### config.mk
export PLATFORM = sky130hd
export DESIGN_NAME = acc_alu_core
export DESIGN_NICKNAME = d
export VERILOG_FILES = /design/src/rtl/acc_alu_pkg.sv /design/src/rtl/acc_alu_mul.sv /design/src/rtl/acc_alu_core.sv
export SDC_FILE = /design/constraint.sdc
export NUM_CORES = 1
export LEC_CHECK = 0
export ABC_AREA = 1
export CORE_AREA = 2 2 69 71
export DETAILED_ROUTE_END_ITERATION = 6
export DIE_AREA = 0 0 71 73
export GPL_TIMING_DRIVEN = 0
export SLEW_MARGIN = 20
export SYNTH_ARGS = -nofsm -noshare
export SYNTH_HDL_FRONTEND = slang
export SYNTH_HIERARCHICAL = 1
export SYNTH_SLANG_ARGS = --single-unit
### constraint.sdc
create_clock -name clk -period 1.84 [get_ports clk]
set_input_delay 0.184 -clock clk [delete_from_list [all_inputs] [get_ports clk]]
set_output_delay 0.184 -clock clk [all_outputs]
set_load 0.03 [all_outputs]
### src/rtl/acc_alu_pkg.sv
// acc_alu_pkg: opcode encodings and multiply sequencer states shared by acc_alu_core and acc_alu_mul.
package acc_alu_pkg;

  localparam logic [2:0] OP_NOP  = 3'b000;
  localparam logic [2:0] OP_LOAD = 3'b001;
  localparam logic [2:0] OP_ADC  = 3'b010;
  localparam logic [2:0] OP_SBB  = 3'b011;
  localparam logic [2:0] OP_AND  = 3'b100;
  localparam logic [2:0] OP_OR   = 3'b101;
  localparam logic [2:0] OP_XOR  = 3'b110;
  localparam logic [2:0] OP_MUL  = 3'b111;

  typedef enum logic {
    ST_IDLE = 1'b0,
    ST_MUL  = 1'b1
  } mul_st_t;

endpackage

### src/rtl/acc_alu_mul.sv
// acc_alu_mul: unsigned shift-add multiplier, one multiplier bit per cycle, WIDTH cycles busy after start.
// o_last/o_prod present the finished product combinationally on the final busy cycle; i_start is ignored while busy.
module acc_alu_mul
  import acc_alu_pkg::*;
#(
  parameter int WIDTH = 7
) (
  input  logic               clk,
  input  logic               rst_n,
  input  logic               i_start,
  input  logic [WIDTH-1:0]   i_mcand,
  input  logic [WIDTH-1:0]   i_mplier,
  output logic               o_busy,
  output logic               o_last,
  output logic [2*WIDTH-1:0] o_prod
);

  localparam int CW = (WIDTH > 1) ? $clog2(WIDTH) : 1;

  mul_st_t            r_state;
  logic [WIDTH-1:0]   r_mcand;
  logic [WIDTH-1:0]   r_mplier;
  logic [2*WIDTH-1:0] r_pp;
  logic [CW-1:0]      r_cnt;

  logic [WIDTH:0]     w_sum;
  logic [2*WIDTH-1:0] w_pp_nxt;

  // Add into the upper half, then shift the whole partial product right one bit.
  assign w_sum    = {1'b0, r_pp[2*WIDTH-1:WIDTH]} + (r_mplier[0] ? {1'b0, r_mcand} : '0);
  assign w_pp_nxt = {w_sum, r_pp[WIDTH-1:1]};

  assign o_busy = (r_state == ST_MUL);
  assign o_last = (r_state == ST_MUL) && (r_cnt == '0);
  assign o_prod = w_pp_nxt;

  always_ff @(posedge clk) begin
    if (!rst_n) begin
      r_state  <= ST_IDLE;
      r_mcand  <= '0;
      r_mplier <= '0;
      r_pp     <= '0;
      r_cnt    <= '0;
    end else begin
      case (r_state)
        ST_IDLE: begin
          if (i_start) begin
            r_mcand  <= i_mcand;
            r_mplier <= i_mplier;
            r_pp     <= '0;
            r_cnt    <= CW'(WIDTH - 1);
            r_state  <= ST_MUL;
          end
        end
        default: begin
          r_pp     <= w_pp_nxt;
          r_mplier <= r_mplier >> 1;
          r_cnt    <= r_cnt - 1'b1;
          if (r_cnt == '0) r_state <= ST_IDLE;
        end
      endcase
    end
  end

endmodule

### src/rtl/acc_alu_core.sv
// acc_alu_core: WIDTH-bit accumulator ALU; single-cycle ops retire one edge after issue, MUL (ACC_ALU_MUL_EN) after WIDTH+1 cycles.
// Ops presented while busy are dropped rather than queued; without ACC_ALU_MUL_EN opcode MUL retires as a NOP.
module acc_alu_core
  import acc_alu_pkg::*;
#(
  parameter int WIDTH = 7
) (
  input  logic             clk,
  input  logic             rst_n,
  input  logic [WIDTH-1:0] operand,
  input  logic [2:0]       opcode,
  input  logic             op_valid,
  output logic [WIDTH-1:0] accu,
  output logic             carry,
  output logic             ovf,
  output logic             zero,
  output logic             neg,
  output logic             busy,
  output logic             done
);

  logic [WIDTH-1:0]   r_accu;
  logic               r_carry;
  logic               r_ovf;
  logic               r_done;

  logic               w_accept;
  logic               w_busy;
  logic               w_mul_start;
  logic               w_mul_last;
  logic [2*WIDTH-1:0] w_mul_prod;
  logic [WIDTH:0]     w_add;
  logic [WIDTH:0]     w_sub;

  assign w_accept = op_valid && !w_busy;
  assign w_add    = {1'b0, r_accu} + {1'b0, operand} + {{WIDTH{1'b0}}, r_carry};
  assign w_sub    = {1'b0, r_accu} - {1'b0, operand} - {{WIDTH{1'b0}}, r_carry};

`ifdef ACC_ALU_MUL_EN
  assign w_mul_start = w_accept && (opcode == OP_MUL);

  acc_alu_mul #(
    .WIDTH (WIDTH)
  ) u_mul (
    .clk      (clk),
    .rst_n    (rst_n),
    .i_start  (w_mul_start),
    .i_mcand  (r_accu),
    .i_mplier (operand),
    .o_busy   (w_busy),
    .o_last   (w_mul_last),
    .o_prod   (w_mul_prod)
  );
`else
  assign w_mul_start = 1'b0;
  assign w_busy      = 1'b0;
  assign w_mul_last  = 1'b0;
  assign w_mul_prod  = '0;
`endif

  always_ff @(posedge clk) begin
    if (!rst_n) begin
      r_accu  <= '0;
      r_carry <= 1'b0;
      r_ovf   <= 1'b0;
      r_done  <= 1'b0;
    end else begin
      r_done <= 1'b0;
      if (w_mul_last) begin
        r_accu  <= w_mul_prod[WIDTH-1:0];
        r_carry <= |w_mul_prod[2*WIDTH-1:WIDTH];
        r_ovf   <= 1'b0;
        r_done  <= 1'b1;
      end else if (w_accept) begin
        // A starting multiply retires later, from the sequencer.
        r_done <= !w_mul_start;
        case (opcode)
          OP_LOAD: r_accu <= operand;
          OP_ADC: begin
            r_accu  <= w_add[WIDTH-1:0];
            r_carry <= w_add[WIDTH];
            r_ovf   <= (r_accu[WIDTH-1] == operand[WIDTH-1]) && (w_add[WIDTH-1] != r_accu[WIDTH-1]);
          end
          OP_SBB: begin
            r_accu  <= w_sub[WIDTH-1:0];
            r_carry <= w_sub[WIDTH];
            r_ovf   <= (r_accu[WIDTH-1] != operand[WIDTH-1]) && (w_sub[WIDTH-1] != r_accu[WIDTH-1]);
          end
          OP_AND: begin
            r_accu <= r_accu & operand;
            r_ovf  <= 1'b0;
          end
          OP_OR: begin
            r_accu <= r_accu | operand;
            r_ovf  <= 1'b0;
          end
          OP_XOR: begin
            r_accu <= r_accu ^ operand;
            r_ovf  <= 1'b0;
          end
          default: ;
        endcase
      end
    end
  end

  assign accu  = r_accu;
  assign carry = r_carry;
  assign ovf   = r_ovf;
  assign done  = r_done;
  assign busy  = w_busy;
  assign zero  = (r_accu == '0);
  assign neg   = r_accu[WIDTH-1];

endmodule

==> impl_metrics.toml, run 1 <==
[sta]
worst_slew_pin_slew_ps = 626
slew_headroom_pct = 58.1
hold_violations = 0
period_needed_ps = 2000
fmax_ghz = 0.500
maxSlewViolCount = 0
final.setup_skew_ps = 5.43
setup_viol = 8
final.period_utilization_pct = 109
rsz0062_at_grt = "yes"
finalWorstSetupSlack_ps = -161

[clock_network]
htree_levels = 1
clock_latency_ps = 240
hold_buffers = 0
clkSlewWorstSetupHoldPaths_ps = 60
clock_path_buffers = 2
clockRootBuffer = "clkbuf_8"
cts_made_buffers = 3
tritoncts = "built"
cts.sinks = 10

[power_and_ir_drop]
cellPowerDensity_nw_per_um2 = 555
peakVddDrop_uv = 290
fin_total_pwr_mw = 1.32
cell_internal_pwr_mw = 0.723
p_clk_share_pct = 19.3
p_leak_nw = 1.08
p_sw_mw = 0.595
pwr-share-seq_pct = 19.5
p_comb_share_pct = 61.2
swShare_pct = 45.1

[worst_setup_path]
cp-start-kind = "flop"
worstPathMaxFanout = 6
path_delay_family = "adder cells"
slowest_delay_ps = 610
cp_common_cell = "nand2_2"
crit_required_ps = 1980
path_cells = "fa_2, inv_2, ha_4, o21ai_2, nand2_2, nand2_2, nand3_1, nand3_2, nand2_2, nor2_2, nor2_1"
cp.arrival_ps = 2140
timing.critical_path.buf_inv = 1
crit_path_end_kind = "flop"
crit_slowest_cell = "fa_2"
crit_type = "flop to flop"

[cells_and_area]
diodes = 0
n_fill_cell = 441
finalNonFillerCells = 362
layout-drive-gt1-share_pct = 26.3
fin_area_um2 = 2370
syn_to_final_growth_pct = 39.1
fin_nets = 352
fin_util_pct = 52.4

[global_route]
grt_overflow_total = 0
grt_pass1_wl_um = 8250
grt_antenna_before_repair = 0
track_usage_pct = 20.2
grt_max_degree = 11
grt_pass1_vias = 1734

[yosys]
ys_ff_latch = 10
synth_nets = 317
avgSynthCellArea_um2 = 6.23
yosys_warnings = 6
synth_cells = 274
yosysUniqueCellTypes = 32
seq_area_frac_synth_pct = 11.7
synth_area_um2 = 1710

[floorplanning]
die_x_um = 71
initial_core_util_pct = 37.6
die_h_um = 73
die_area_um2 = 5180
coreArea_um2 = 4540
io_pins = 26
rows = 25

[placement]
placedInstanceArea_um2 = 2070
port_buffers = 24
dp_hpwl_um = 3790
globalplace.congestion = 0.849
dp_cells = 352

[status]
violations = "setup timing"
status = "finished with violations"

[routing]
wl_um = 5090
drt_iter0_drc = 91
drt.antenna.violating_nets = 0
drc_errors = 0
vias_per_cell = 5.04
dr.pass1.iters = 4
wl_per_cell_um = 14.0
num_vias = 1823

[job]
max_cap_violations = 0

[min_path]
worst_hold_path_type = "primary input to flop"
cells by family (layout without fill, tap and decap cells):
| kind of cell | after synthesis | in the layout | synth area share [%] |
|---|---|---|---|
| fa+ha+maj | 30 | 30 | 23.8 |
| compound gates | 47 | 47 | 15.2 |
| simple gates | 132 | 132 | 35.5 |
| other cells | 1 | 1 | 0.220 |
| flops | 10 | 10 | 11.7 |
| xor+xnor | 1 | 1 | 0.513 |
| buf+inv | 53 | 87 | 13.1 |
placed cells by master, fill, tap and decap left out, drive strengths merged:
cell type | Yosys | final
dfxtp | 10 | 10
buf | 3 | 9
o22ai | 1 | 1
or2 | 1 | 1
o211ai | 2 | 2
dlygate4sd2 | 0 | 5
ha | 26 | 26
xnor2 | 1 | 1
nand3b | 2 | 2
a21boi | 1 | 1
clkdlybuf4s50 | 0 | 19
clkbuf | 1 | 4
nor2 | 27 | 27
fa | 4 | 4
o21a | 1 | 1
conb | 1 | 1
nand2 | 65 | 65
inv | 49 | 49
o21ai | 17 | 17
nand4 | 8 | 8
a21oi | 25 | 25
nor4 | 1 | 1
clkinv | 0 | 1
nand3 | 28 | 28
final timing paths:
kind | start | end | slack, ps | cells past startpoint
max | accu[0] | accu[5] | -160 | 11
min | operand[4] | accu[4] | 520 | 5
max reg2reg | accu[0] | accu[5] | -160 | 11
min reg2reg | accu[4] | accu[4] | 530 | 2
per-layer routing:
metal,track usage [%],vias up,wire (um)
li1,-,950,-
met1,26.6,828,2340
met2,34.6,36,2440
met3,1.93,9,226
met4,7.34,0,80
met5,0,-,0
power by group through the flow:
stage	clock [mW]	sequential, mW	combinational, mW
2_1_floorplan	0	0.289	0.433
3_3_place_gp	0	0.262	0.651
3_5_place_dp	0	0.262	0.657
4_1_cts	0.261	0.257	0.716
5_1_grt	0.268	0.260	0.896
6_report	0.254	0.257	0.806
synth_stat cells, drive strengths merged:
cell / count / area, um^2
nand2: 65 / 259
inv: 49 / 184
nand3: 28 / 158
nor2: 27 / 111
ha: 26 / 325
a21oi: 25 / 133
o21ai: 17 / 85.1
dfxtp: 10 / 200
nand4: 8 / 50.1
fa: 4 / 80.1
buf: 3 / 26.3
nand3b: 2 / 15.0
o211ai: 2 / 20.0
a21boi: 1 / 7.51
clkbuf: 1 / 13.8
conb: 1 / 3.75
nor4: 1 / 6.26
o21a: 1 / 7.51
o22ai: 1 / 6.26
or2: 1 / 6.26
xnor2: 1 / 8.76
timing repair:
action	4_1_cts	5_1_grt
setup buffers	1	5
pin swaps	6	19
gates resized for setup	30	25
setup endpoints to repair	10	9
state kept, by name, summed over array words and instances (netlist names):
name	count
accu	7
carry	1
ovf	1
done	1
cell type report:
type,instances,area [um^2],share of cell area [%]
clock buffers,3,41.3,1.74
repair buffers,30,279,11.7
multi-input cells,211,1540,64.8
flip-flops and latches,10,219,9.22
plain buffers,4,40.0,1.69
clock inverters,1,3.75,0.158
inverters,49,186,7.85
well taps,54,67.6,2.85
worst min-delay path, stage by stage:
cell	delay, ps
dlygate4sd2_1	270
inv_2	90
a21oi_1	70
nand2_1	70
a21oi_2	50
stage by stage:
| stage | setup slack (ps) | hold WS (ps) | setup TNS [ps] |
|---|---|---|---|
| 3_3_place_gp | -626 | 499 | -4510 |
| 3_5_place_dp | -631 | 502 | -4540 |
| 2_1_floorplan | -24.2 | 277 | -42.3 |
| 6_report | -161 | 515 | -826 |
| 5_1_grt | -290 | 554 | -1780 |
| 4_1_cts | -147 | 510 | -346 |
Power figures use the tool's default switching activity.
==> run 2: changes to the inputs <==
Settings changed: CORE_AREA 2 2 69 71 to 2 2 71 73, DIE_AREA 0 0 71 73 to 0 0 73 75.
==> run 2 against run 1 <==
The flow still finishes with violations (setup timing). Via count grew 2.5%. Worst hold slack better by 8.0 ps. Die area increased by 5.6%. Fmax is 1.7% higher. Clock skew grew 2.3 ps. Register-to-register slack gained 30 ps. Clock-buffer cell count unchanged. Largest power group unchanged. Global-route usage up 0.098 points. Core utilization decreased by 0.84 points.
==> impl_metrics.toml, run 2 (same netlist as run 1, synthesis figures left out) <==
[cells_and_area]
layout-drive-gt1-share_pct = 26.5
largest_reg_flops = 7
fin_nets = 354
fin_util_pct = 51.5
n_fill_cell = 455
syn_to_final_growth_pct = 40.7
final_common_cell = "nand2_1"
diodes = 0
final_cell_mix = "nand2_1 (56), inv_1 (41), nor2_1 (21)"

[placement]
globalplace.congestion = 0.852
pre_cts_ws_ps = -609
dp_hpwl_um = 3840
port_buffers = 24

[power_and_ir_drop]
cellPowerDensity_nw_per_um2 = 546
p_leak_nw = 1.11
fin_total_pwr_mw = 1.31
peakVddDrop_uv = 358

[global_route]
grt_pass1_wl_um = 8530
grt_antenna_before_repair = 0
grt_pass1_vias = 1776
grt_max_degree = 11
track_usage_pct = 20.3
grt_overflow_total = 0

[worst_setup_path]
cp-start-kind = "flop"
crit_slowest_cell = "fa_2"
crit_type = "flop to flop"
path_delay_family = "adder cells"
crit_cells = 11
cp_common_cell = "nand2_2"
timing.critical_path.buf_inv = 1
path_cells = "fa_2, inv_1, ha_2, o21ai_2, nand2_2, nand2_2, nand3_2, nand3_2, nand2_2, nor2_2, nor2_1"
crit_required_ps = 1970
slowest_delay_ps = 590
worst_r2r_path_depth = 11
crit_path_end_kind = "flop"
worstPathMaxFanout = 5
cp.arrival_ps = 2090

[floorplanning]
die_area_um2 = 5480
rows = 25
initial_core_util_pct = 36.6
io_pins = 26
die_x_um = 73
coreArea_um2 = 4660
die_h_um = 75

[sta]
finalSetupTns_ps = -491
maxSlewViolCount = 0
period_needed_ps = 1970
rsz0062_at_grt = "yes"
final.setup_skew_ps = 7.77
setup_viol = 8
fmax_ghz = 0.508
hold_violations = 0
final.period_utilization_pct = 107
whs_ps = 523
finalWorstSetupSlack_ps = -128

[min_path]
worst_hold_path_type = "flop to flop"
holdPathStages = 2

[status]
violations = "setup timing"
status = "finished with violations"

[clock_network]
clock_latency_ps = 240
clkSlewWorstSetupHoldPaths_ps = 60
tritoncts = "built"
cts.sinks = 10
cts_made_buffers = 3
clock_path_buffers = 2
clockRootBuffer = "clkbuf_8"
htree_levels = 1

[routing]
drt_iter0_drc = 90
wl_per_cell_um = 14.3
vias_per_cell = 5.13
drt.antenna.violating_nets = 0
wl_um = 5210
dr.pass1.iters = 4
drc_errors = 0
num_vias = 1869

[job]
max_cap_violations = 0
run 2: final timing paths:
kind	start	slack, ps	end
worst max register to register	accu[0]	-130	accu[5]
worst min-delay path	accu[4]	520	accu[4]
worst max-delay path	accu[0]	-130	accu[5]
worst min register to register	accu[4]	520	accu[4]
run 2: per-layer routing:
metal	vias to the layer above	track usage, %	wire length [um]
li1	964	-	-
met1	875	27.7	2430
met2	28	35.1	2570
met3	2	1.20	178
met4	0	5.14	41
met5	-	0	0
run 2: worst reg2reg max path: stages, from the launching register on:
cell     delay [ps]
dfxtp_4         360
fa_2            600
inv_1            50
ha_2            160
o21ai_2         120
nand2_2         110
nand2_2         100
nand3_2          70
nand3_2          90
nand2_2          60
nor2_2           90
nor2_1           50
run 2: metrics by stage:
step | instances | instance area, um^2
final | 364 | 2400
after global routing | 364 | 2400
after CTS | 362 | 2290
after detailed placement | 352 | 2070
after global placement | 352 | 2070
after floorplan | 274 | 1760
run 2: timing repair:
item | 4_1_cts | 5_1_grt
hold buffers | 0 | 0
endpoints found under the setup margin | 10 | 9
setup buffers | 6 | 2
gates resized for setup | 33 | 24
endpoints found under the hold margin | 0 | 0
pin swaps | 13 | 15
run 2: cell type report:
type / instances / area (um^2) / share of cell area (%)
buffer: 4 / 40.0 / 1.67
multi-input combinational: 211 / 1540 / 64.1
tap: 54 / 67.6 / 2.81
clock inverter: 1 / 3.75 / 0.156
inverter: 49 / 190 / 7.92
timing repair buffer: 32 / 297 / 12.4
clock buffer: 3 / 41.3 / 1.72
sequential: 10 / 221 / 9.22
run 2: power by group:
group          internal [mW]  total, mW  leakage, nW  switching, mW
registers              0.233      0.255       0.0865         0.0224
clock network          0.147      0.250       0.0231          0.103
logic                  0.341      0.805        0.996          0.464
==> run 3: changes to the inputs <==
Settings changed: CTS_CLUSTER_SIZE set to 20, REMOVE_ABC_BUFFERS set to 1.
==> run 3 against run 2 <==
The flow still finishes with violations (setup timing). Core utilization decreased by 1.3 points. Clock skew increased by 3.7 ps. First-iteration DRC count increased by 7.8%. Sequential power about the same. Sequential share of layout area increased by 0.071 points. Final area decreased by 2.4%. Total power increased by 2.9%. Worst setup slack improved by 26 ps. Register-to-register slack improved by 30 ps.
==> impl_metrics.toml, run 3 (same netlist as run 1, synthesis figures left out) <==
[routing]
drc_errors = 0
wl_per_cell_um = 14.6
drt.antenna.violating_nets = 0
dr.pass1.iters = 4
drt_iter0_drc = 97
vias_per_cell = 5.14
num_vias = 1844
wl_um = 5240

[job]
max_cap_violations = 0

[power_and_ir_drop]
pwr-share-seq_pct = 19.0
cellPowerDensity_nw_per_um2 = 575
p_leak_nw = 1.08
cell_internal_pwr_mw = 0.749
swShare_pct = 44.5
peakVddDrop_uv = 271
p_clk_share_pct = 22.1
p_comb_share_pct = 58.8
p_sw_mw = 0.599

[cells_and_area]
largest_reg_flops = 7
n_fill_cell = 467
multiInputGateArea_um2 = 1530
syn_to_final_growth_pct = 37.2
fin_nets = 349
final_cell_mix = "nand2_1 (56), inv_1 (35), nor2_1 (22)"
fin_util_pct = 50.3
regArea_um2 = 218
diodes = 0
final_common_cell = "nand2_1"
finalNonFillerCells = 359
layout-drive-gt1-share_pct = 27.9

[floorplanning]
die_x_um = 73
rows = 25
coreArea_um2 = 4660
initial_core_util_pct = 36.6
die_area_um2 = 5480
die_h_um = 75
io_pins = 26

[worst_setup_path]
cp.arrival_ps = 2130
crit_slowest_cell = "fa_2"
worst_r2r_path_depth = 11
crit_type = "flop to flop"
path_delay_family = "adder cells"
crit_path_end_kind = "flop"
timing.critical_path.buf_inv = 2
crit_cells = 11
path_cells = "fa_2, inv_2, ha_4, o21ai_2, nand2_2, buf_4, a21oi_2, o21ai_2, nand2_1, nor2_1, nor2_1"
slowest_delay_ps = 570
cp-start-kind = "flop"
worstPathMaxFanout = 3
crit_required_ps = 2020

[sta]
hold_violations = 0
period_needed_ps = 1940
final.setup_skew_ps = 11.5
maxSlewViolCount = 0
fmax_ghz = 0.515
setup_viol = 4
finalWorstSetupSlack_ps = -102
final.period_utilization_pct = 106
rsz0062_at_grt = "yes"

[status]
status = "finished with violations"
violations = "setup timing"

[placement]
port_buffers = 24
dp_cells = 348
globalplace.congestion = 0.904
dp_hpwl_um = 3720

[clock_network]
clock_path_buffers = 2
hold_buffers = 0
clkSlewWorstSetupHoldPaths_ps = 70
clockRootBuffer = "clkbuf_8"
cts_made_buffers = 3
clock_latency_ps = 250
tritoncts = "built"
htree_levels = 1
cts.sinks = 10

[min_path]
holdPathStages = 5
worst_hold_path_type = "primary input to flop"

[global_route]
grt_antenna_before_repair = 0
grt_max_degree = 14
grt_pass1_vias = 1842
grt_overflow_total = 0
track_usage_pct = 20.1
grt_pass1_wl_um = 8540
run 3: cell types whose count changed in the layout (fill, tap and decap cells not counted), sizes merged:
cell          delta
dlygate4sd2      -2
clkinv           -1
inv              +1
dlymetal6s2s     +1
buf              -3
clkinvlp         -1
run 3: timing repair:
action,CTS,global route
pin swaps,11,21
setup endpoints to repair,10,10
gates resized for setup,52,33
setup buffers,3,4
endpoints found under the hold margin,0,0
run 3: path summary, 6_finish.rpt:
kind                    from       to  slack [ps]
hold / removal    operand[6]  accu[6]         410
hold reg to reg      accu[2]  accu[2]         510
setup / recovery     accu[0]  accu[3]        -100
setup reg to reg     accu[0]  accu[3]        -100
run 3: area by class of cell:
| type | count | share of cell area (%) |
|---|---|---|
| timing repair buffer | 31 | 12.2 |
| clock buffer | 4 | 2.35 |
| inverter | 49 | 7.96 |
| sequential | 10 | 9.29 |
| multi-input combinational | 211 | 65.3 |
| tap | 54 | 2.88 |
run 3: power by group through the flow:
stage          Combinational (mW)  Sequential (mW)  Clock [mW]
2_1_floorplan               0.393            0.292           0
3_3_place_gp                0.607            0.261           0
3_5_place_dp                0.614            0.261           0
4_1_cts                     0.717            0.256       0.305
5_1_grt                     0.874            0.260       0.316
6_report                    0.793            0.257       0.298
run 3: worst register-to-register path, delay by kind of cell (launching register included):
family          cells  cell delay (ps)
flops               1              340
fa+ha+maj           2              720
buf+inv             2              210
compound gates      3              320
simple gates        4              280
run 3: stage by stage:
step	instance area (um^2)	hold WS, ps	worst slack [ps]	TNS (ps)	total power [mW]
after floorplan	1670	277	-463	-2090	0.685
after global placement	1970	515	-616	-4610	0.868
after detailed placement	1970	525	-625	-4720	0.875
after CTS	2220	511	-104	-194	1.28
after global routing	2340	495	-192	-919	1.45
final	2340	414	-102	-227	1.35
run 3: per-layer routing:
layer  global-route usage (%)  part of all wire, %  up-vias
li1                         -                    -      951
met1                     26.6                   46      847
met2                     33.9                   48       36
met3                     2.14                  4.0       10
met4                     7.20                  1.9        0
met5                        0                    0        -
